`config.mk`:
```
export PLATFORM = sky130hd
export DESIGN_NAME = chip8_timer_regs
export DESIGN_NICKNAME = d
export VERILOG_FILES = /design/src/rtl/chip8_timer_regs.sv
export SDC_FILE = /design/constraint.sdc
export NUM_CORES = 1
export LEC_CHECK = 0
export BUFFER_PORTS_ARGS = -buffer_cell sky130_fd_sc_hd__buf_2
export CORE_MARGIN = 3
export CORE_UTILIZATION = 55
export CTS_BUF_LIST = sky130_fd_sc_hd__clkbuf_4 sky130_fd_sc_hd__clkbuf_8
export DETAILED_ROUTE_END_ITERATION = 7
export GPL_ROUTABILITY_DRIVEN = 0
export HOLD_SLACK_MARGIN = 0.03
export PLACE_DENSITY = 0.88
export REMOVE_ABC_BUFFERS = 1
export SLEW_MARGIN = 30
export SYNTH_ARGS = -nofsm -noshare
export SYNTH_HDL_FRONTEND = slang
export SYNTH_SLANG_ARGS = --single-unit
```
`constraint.sdc`:
```
create_clock -name clk -period 2.16 [get_ports clk]
set_clock_uncertainty 0.2 [all_clocks]
set_input_delay 0.216 -clock clk [delete_from_list [all_inputs] [get_ports clk]]
set_output_delay 0.216 -clock clk [all_outputs]
set_load 0.05 [all_outputs]
```
`src/rtl/chip8_timer_regs.sv`:
```
// chip8_timer_regs
//   CHIP-8 delay timer (DT) and sound timer (ST) registers with a buzzer tone
//   generator. Both timers count down once per 60 Hz tick and saturate at 0.
//   A CPU write to a timer takes priority over a simultaneous tick for that
//   timer only. While ST is non-zero the block outputs a square wave whose
//   half-period is HALF_PERIOD clock cycles.
//
// Ports:
//   clk          in   system clock, rising edge
//   rst          in   synchronous reset, active-high
//   tick_60hz    in   one-cycle 60 Hz pulse from the timer block
//   wr_en        in   CPU write strobe
//   wr_sel       in   write target: 0 = DT, 1 = ST
//   wr_data      in   [7:0] value to load
//   dt_value     out  [7:0] current DT
//   st_value     out  [7:0] current ST
//   dt_zero      out  DT == 0
//   sound_active out  ST != 0
//   tone_out     out  buzzer square wave, 0 while silent
module chip8_timer_regs #(
  parameter int CLOCK_SPEED = 100000,
  parameter int TONE_HZ     = 440,
  parameter int HALF_PERIOD = CLOCK_SPEED / (2 * TONE_HZ)
) (
  input  logic       clk,
  input  logic       rst,
  input  logic       tick_60hz,
  input  logic       wr_en,
  input  logic       wr_sel,
  input  logic [7:0] wr_data,
  output logic [7:0] dt_value,
  output logic [7:0] st_value,
  output logic       dt_zero,
  output logic       sound_active,
  output logic       tone_out
);

  localparam int CNT_W = (HALF_PERIOD > 1) ? $clog2(HALF_PERIOD) : 1;
  localparam logic [CNT_W-1:0] CNT_LAST = CNT_W'(HALF_PERIOD - 1);

  logic [7:0]       dt_reg;
  logic [7:0]       st_reg;
  logic [CNT_W-1:0] tone_cnt;
  logic             tone_reg;

  // Timer decrement that sticks at zero instead of wrapping to 255.
  function automatic logic [7:0] sat_dec(input logic [7:0] v);
    return (v == 8'd0) ? 8'd0 : v - 8'd1;
  endfunction

  // Timer registers: write beats tick, evaluated per register.
  always_ff @(posedge clk) begin
    if (rst) begin
      dt_reg <= 8'd0;
      st_reg <= 8'd0;
    end else begin
      if (wr_en && !wr_sel)
        dt_reg <= wr_data;
      else if (tick_60hz)
        dt_reg <= sat_dec(dt_reg);

      if (wr_en && wr_sel)
        st_reg <= wr_data;
      else if (tick_60hz)
        st_reg <= sat_dec(st_reg);
    end
  end

  // Tone generator: free-runs only while sounding, so a rewrite of a
  // non-zero ST keeps the current phase; silence clears it for a clean start.
  always_ff @(posedge clk) begin
    if (rst) begin
      tone_cnt <= '0;
      tone_reg <= 1'b0;
    end else if (!sound_active) begin
      tone_cnt <= '0;
      tone_reg <= 1'b0;
    end else if (tone_cnt == CNT_LAST) begin
      tone_cnt <= '0;
      tone_reg <= ~tone_reg;
    end else begin
      tone_cnt <= tone_cnt + 1'b1;
    end
  end

  assign dt_value     = dt_reg;
  assign st_value     = st_reg;
  assign dt_zero      = (dt_reg == 8'd0);
  assign sound_active = (st_reg != 8'd0);
  assign tone_out     = tone_reg;

endmodule

```
**Yosys cells after proc, flatten, opt, wreduce, memory -nomap -nowiden**

Cells that the tools add are included.

- Word-level logic and storage cells: 26
- Memories: 0
- RAM bits: 0
- Output and inout port bits: 19
- Bits in registers: 24
- ROM bits: 0
- Input bits: 13
- Latch bits: 0

- Multipliers: 0
- Magnitude comparators: 0
- Divide/modulo/power cells: 0
- Add/sub/neg operators: 3
- Bitwise operators: 2
- Reductions and logical operators: 10
- Shift operators: 0
- Muxes and demuxes: 6
- Eq/ne operators: 1

Operators with widths:

| kind | number |
|---|---|
| $mux 8 | 6 |
| $logic_not 8->1 | 2 |
| $sub 8x1->8 const B | 2 |
| $reduce_bool 8->1 | 1 |
| $add 7x1->7 const B | 1 |
| $eq 7x7->1 const B | 1 |
| $reduce_bool 2->1 | 2 |
| $reduce_or 3->1 | 1 |
| $logic_and 1x1->1 | 2 |
| $not 1->1 | 2 |
| $reduce_or 2->1 | 1 |
| $logic_not 1->1 | 1 |

**Logic depth before layout (Yosys ltp)**

Gate-level depths: netlist (run 1).

- Depth after elaboration: 4
- Mapped depth: 7
- Mapped depth without buffers: 6

**Least setup slack after synthesis (run 1)**

OpenSTA, ideal clock, no wires.

- Kind: reg2reg
- Start point: register dt_reg[0] (netlist: dt_value[0])
- End point: register dt_reg[3] (netlist: dt_value[3])
- Arrival: 1.949 ns
- Path slack: -0.077 ns
- Buffers on the path: 0
- Cell stages (with the launch flop): 6
- Required time: 1.872 ns
- Setup time: 0.088 ns
- Clock period less this slack: 2.237 ns
- Cell sequence: dfxtp_1 inv_1 ha_1 and3_4 or4b_1 a311oi_2

- Word-level cells in the longest chain between the ends: 4
- Elaborated cells on any way between the ends: 5
- Classes of those cells: add/sub (1); mux (3); reduce/logical (1)

RTL lines:

| what | line | RTL |
|---|---|---|
| start: declaration | 41 | `logic [7:0] dt_reg;` |
| start signal: assignment | 58 | `dt_reg <= wr_data;` |
| start signal: assignment | 60 | `dt_reg <= sat_dec(dt_reg);` |
| $logic_not 8->1 | n/a |  |
| via dt_zero | 33 | `output logic dt_zero,` |
| $mux 8 | 48 | `return (v == 8'd0) ? 8'd0 : v - 8'd1;` |
| $mux 8 | 59 | `else if (tick_60hz)` |
| $mux 8 | 57 | `if (wr_en && !wr_sel)` |

The timed path passes the listed nets, and every way through them passes these cells. The select of a mux whose other input is x is not followed.
A chain may end at the register's enable or synchronous reset.

**Worst setup path after layout (run 1)**

- Start point: register st_reg[3] (netlist: st_value[3])
- End point: output port sound_active

- Word-level cells in the longest chain between the ends: 1

RTL lines:

| what | line | RTL |
|---|---|---|
| start: declaration | 42 | `logic [7:0] st_reg;` |
| start signal: assignment | 63 | `st_reg <= wr_data;` |
| start signal: assignment | 65 | `st_reg <= sat_dec(st_reg);` |
| $reduce_bool 8->1 | 89 | `assign sound_active = (st_reg != 8'd0);` |
| end: declaration | 34 | `output logic sound_active,` |

No other way between the ends.

==> results.cfg, run 1 <==
[pwr]
power.leakage_nw = 0.684
total_power_mw = 1.38
power.density_nw_per_um2 = 864
pwr-share-clk = 0.135
power.switching_mw = 0.603
ir_drop_uv = 571
pwr-share-comb = 0.452
switching_share = 0.435
p_int_mw = 0.782
power_frac_seq = 0.413

[sta]
hold_viol = 0
setup_viol = 0
tightest_slew_ns = 0.478
setup_ws_ns = 0.118
fin_setup_tns_ns = 0
slew_viol_final = 0
rsz0062_at_grt = false
period_minus_slack_ns = 2.04
fmax_mhz = 490
hold_ws_ns = 0.0449
relSlewSlack = 0.679
fin_crit_sh = 0.945

[worst_setup_path]
worstPathRequired_ns = 1.74
crit_type = reg2out
endpoint_kind = output pin
start_kind = flip-flop
critical_path_arrival_ns = 1.63
crit_fanout = 5

[global_route]
grt_first_pass_wirelength_microns = 5730
grt.total_usage = 0.227
grt_start_max_net_pins = 22
antenna_found_initial = 0
gr-total-overflow = 0
grt_pass1_vias = 1314

[drt]
drt-vias-per-instance = 5.84
drt_wl_total_microns = 3280
drc = 0
ant_nets = 0
drt_iter0_drc = 55
avgRoutedWirePerCell_microns = 14.6
drt_first_pass_iters = 4
vias = 1308

[logic_synthesis]
ys_seq_area_frac = 0.356
synth_top_area_frac = 0.356
synth_area_leaders = dfxtp_1 36%, xor2_1 6.5%, nor2_1 5.8%
netlist_area_sq_um = 1350
synthArstFlopShare = 0
synth_warnings = 0
synth_ff_type = dfxtp_1
synth-edff-count = 0
synth_top_cell_by_area = dfxtp_1
synth_cell_types = 38
synth_seq_cells = 24
syn_avg_cell_area_sq_um = 8.39
synthCells = 161

[floorplan]
initial_core_util = 0.594
rows = 17
die_h_microns = 55.6
die_area_sq_um = 3090
core_sq_um = 2280
ios = 32
die_width_microns = 55.6

[clocking]
clock_latency_ns = 0.30
cts_tree = done
root_buffer = clkbuf_4
clk_pin_slew_worst_paths_ns = 0.12
cts_setup_buffers = 0
h-tree-depth = 1
cts_made_buffers = 3
clock_sinks = 24
cts_buffer_depth = 2

[placed_design]
place_ws_ns = 0.303
dpl.hpwl_microns = 2460
port_buffers = 31

[cells_and_area]
diodes = 0
layout_common_cells = 31 x buf_2, 24 x dfxtp_1, 21 x nor2_1
final_layout_size_suffix_gt1_frac = 0.219
num-nets-final = 217
final_common_cell = buf_2
area_growth_pct = 18.5
final_util = 0.704

[min_path]
hold_path_class = in2reg

[run_status]
outcome = completed

[run]
drv_cap = 0
## power by group through the flow
stage	Sequential, mW	Clock, mW	Combinational [mW]
after global placement	0.569	0	0.589
after CTS	0.564	0.190	0.618
after global routing	0.581	0.213	0.676
final	0.572	0.186	0.626
after floorplan	0.715	0	0.307
after detailed placement	0.573	0	0.606
## state kept, by name, summed over array words and instances, names as in the netlist
name,count
dt_value,8
st_value,8
tone_cnt,7
tone_out,1
## cells in the mapped netlist (all sizes together), types with 3 or more instances
library cell	number
nor2	21
o21ai	6
nor3	5
nor3b	4
a21oi	7
xor2	10
nand2b	4
o32ai	4
a31oi	4
nand3	5
nor4	3
dfxtp	24
clkbuf	6
and3	5
inv	9
xnor2	7
nand2	11
ha	6
## per-stage QoR
stage | instances | cell area [sq um]
after floorplan | 153 | 1290
after global placement | 216 | 1510
after detailed placement | 216 | 1510
after CTS | 224 | 1590
after global routing | 224 | 1600
final | 224 | 1600
## final timing paths
kind	cells after the start	end	slack [ns]	start
max reg2reg	5	dt_value[3]	0.28	dt_value[0]
min reg2reg	1	tone_cnt[0]	0.29	tone_cnt[0]
max	4	sound_active	0.12	st_value[3]
min	3	dt_value[5]	0.04	wr_data[5]
## timing repair
item / CTS / global route
setup endpoints to repair: 0 / 1
endpoints found under the hold margin: 7 / 0
gates resized for setup: 0 / 2
hold buffers: 5 / 0
## cell type report
class / count / area (sq um)
Multi-Input combinational cell: 120 / 795
Fill cell: 186 / 674
Sequential cell: 24 / 480
Timing Repair Buffer: 40 / 235
Tap cell: 28 / 35.0
Inverter: 9 / 33.8
Clock buffer: 3 / 22.5
## critical path, cell delays in order (launching register included)
cell	delay, ns
dfxtp_1	0.40
nor4_4	0.32
and3_1	0.27
inv_1	0.11
buf_2	0.23
## cell families after synthesis
| group | share of synthesized area |
|---|---|
| and+or+nand+nor | 0.260 |
| AOI/OAI and AO/OA | 0.151 |
| DFF | 0.356 |
| xor gates and xnor gates | 0.110 |
| buffers and inverters | 0.0676 |
| adders and majority gates | 0.0556 |
## metal layers
layer	vias to the layer above	share of wire	track usage
met5	-	0	0
met4	0	0.017	0.108
met3	6	0.059	0.0467
met2	54	0.47	0.368
met1	608	0.46	0.285
li1	640	-	-
No activity file was read; power rests on OpenSTA's default activity.
==> run 2, diff against run 1 <==
==> constraint.sdc (replaced) <==
create_clock -name clk -period 2.16 [get_ports clk]
set_clock_uncertainty 0.2 [all_clocks]
set_input_delay 0.432 -clock clk [delete_from_list [all_inputs] [get_ports clk]]
set_output_delay 0.432 -clock clk [all_outputs]
set_load 0.05 [all_outputs]
==> results.cfg, run 2 (synthesized netlist as in run 1, its figures left out) <==
[floorplan]
rows = 17
die_area_sq_um = 3090
ios = 32
core_sq_um = 2280
initial_core_util = 0.594
die_h_microns = 55.6
die_width_microns = 55.6

[drt]
drt_first_pass_iters = 5
drt_iter0_drc = 65
drt-vias-per-instance = 6.02
wl_met2_microns = 1640
drc = 0
ant_nets = 0
wl_met1_microns = 1470
top_layer_used = met4
drt_wl_total_microns = 3390
avgRoutedWirePerCell_microns = 15.2
met3_length_microns = 197
vias = 1337

[cells_and_area]
final_common_cell = buf_2
stdcell_area_sq_um = 1590
num-nets-final = 215
layoutNonFillerInstCount = 222
diodes = 0
layout_common_cells = 29 x buf_2, 21 x nor2_1, 20 x dfxtp_1
nFillCells = 182
final_util = 0.698
area_growth_pct = 17.5
final_layout_size_suffix_gt1_frac = 0.258

[clocking]
root_buffer = clkbuf_4
ctsHoldBuffers = 0
cts_tree = done
cts_made_buffers = 3
clock_latency_ns = 0.30
clk_pin_slew_worst_paths_ns = 0.12
clock_sinks = 24
h-tree-depth = 1
cts_buffer_depth = 2

[placed_design]
port_buffers = 31
dpl.hpwl_microns = 2410
placed_area_sq_um = 1520
placedCellCount = 217
place_ws_ns = 0.224

[global_route]
grt_start_max_net_pins = 22
gr-total-overflow = 0
grt_first_pass_wirelength_microns = 5510
antenna_found_initial = 0
grt_pass1_vias = 1187
grt.total_usage = 0.219

[min_path]
hold_path_class = in2reg

[pwr]
power_frac_seq = 0.409
pwr-share-comb = 0.461
p_int_mw = 0.803
power.leakage_nw = 0.683
power.density_nw_per_um2 = 890
pwr-share-clk = 0.129
ir_drop_uv = 628
total_power_mw = 1.41
switching_share = 0.432
power.switching_mw = 0.610

[worst_setup_path]
crit_fanout = 6
critical_path_arrival_ns = 1.47
endpoint_kind = output pin
crit_type = reg2out
start_kind = flip-flop
worstPathRequired_ns = 1.53

[run]
drv_cap = 0

[sta]
slew_viol_final = 0
setup_ws_ns = 0.0564
hold_viol = 0
setup_viol = 0
fin_crit_sh = 0.974
hold_ws_ns = 0.187
fin_setup_tns_ns = 0
relSlewSlack = 0.715
fmax_mhz = 475
period_minus_slack_ns = 2.10
tightest_slew_ns = 0.427

[run_status]
outcome = completed
-- run 2: cell count changes in the layout (fill, tap and decap cells not counted) --
cell	before	now
buf_6	0	1
dfxtp_2	0	4
buf_4	4	8
dfxtp_1	24	20
buf_2	31	29
dlygate4sd3_1	5	0
-- run 2: worst paths after layout --
check	slack, ns	cells past startpoint	from	to
max	0.06	3	dt_value[3]	dt_zero
min	0.19	3	wr_data[3]	st_value[3]
max reg2reg	0.13	7	st_value[1]	st_value[6]
min reg2reg	0.27	1	tone_cnt[0]	tone_cnt[0]
-- run 2: area by class of cell --
class / count / area, sq um / share of cell area
multi-input combinational: 120 / 795 / 0.500
clock buffer: 3 / 22.5 / 0.0142
sequential: 24 / 485 / 0.306
timing repair buffer: 38 / 216 / 0.136
tap: 28 / 35.0 / 0.0221
inverter: 9 / 33.8 / 0.0213
-- run 2: what timing repair did --
item                                    4_1_cts  5_1_grt
pin swaps                                     1        2
buffers inserted                              1        1
endpoints found under the setup margin        2        2
gates resized for setup                       3        6
-- run 2: power groups by stage --
stage | Clock [mW] | Combinational (mW) | Sequential (mW)
floorplan | 0 | 0.307 | 0.715
global placement | 0 | 0.594 | 0.568
detailed placement | 0 | 0.608 | 0.574
global route | 0.217 | 0.700 | 0.587
finish | 0.183 | 0.652 | 0.579
CTS | 0.188 | 0.630 | 0.565
-- run 2: worst max-delay path: stages (launching register included) --
cell     delay [ns]
dfxtp_2        0.38
nor4_4         0.34
and3_4         0.25
buf_4          0.19
-- run 2: layer usage --
metal / track usage / vias up
met2: 0.345 / 61
met3: 0.0421 / 9
met5: 0 / -
met1: 0.292 / 628
li1: - / 639
met4: 0.0903 / 0
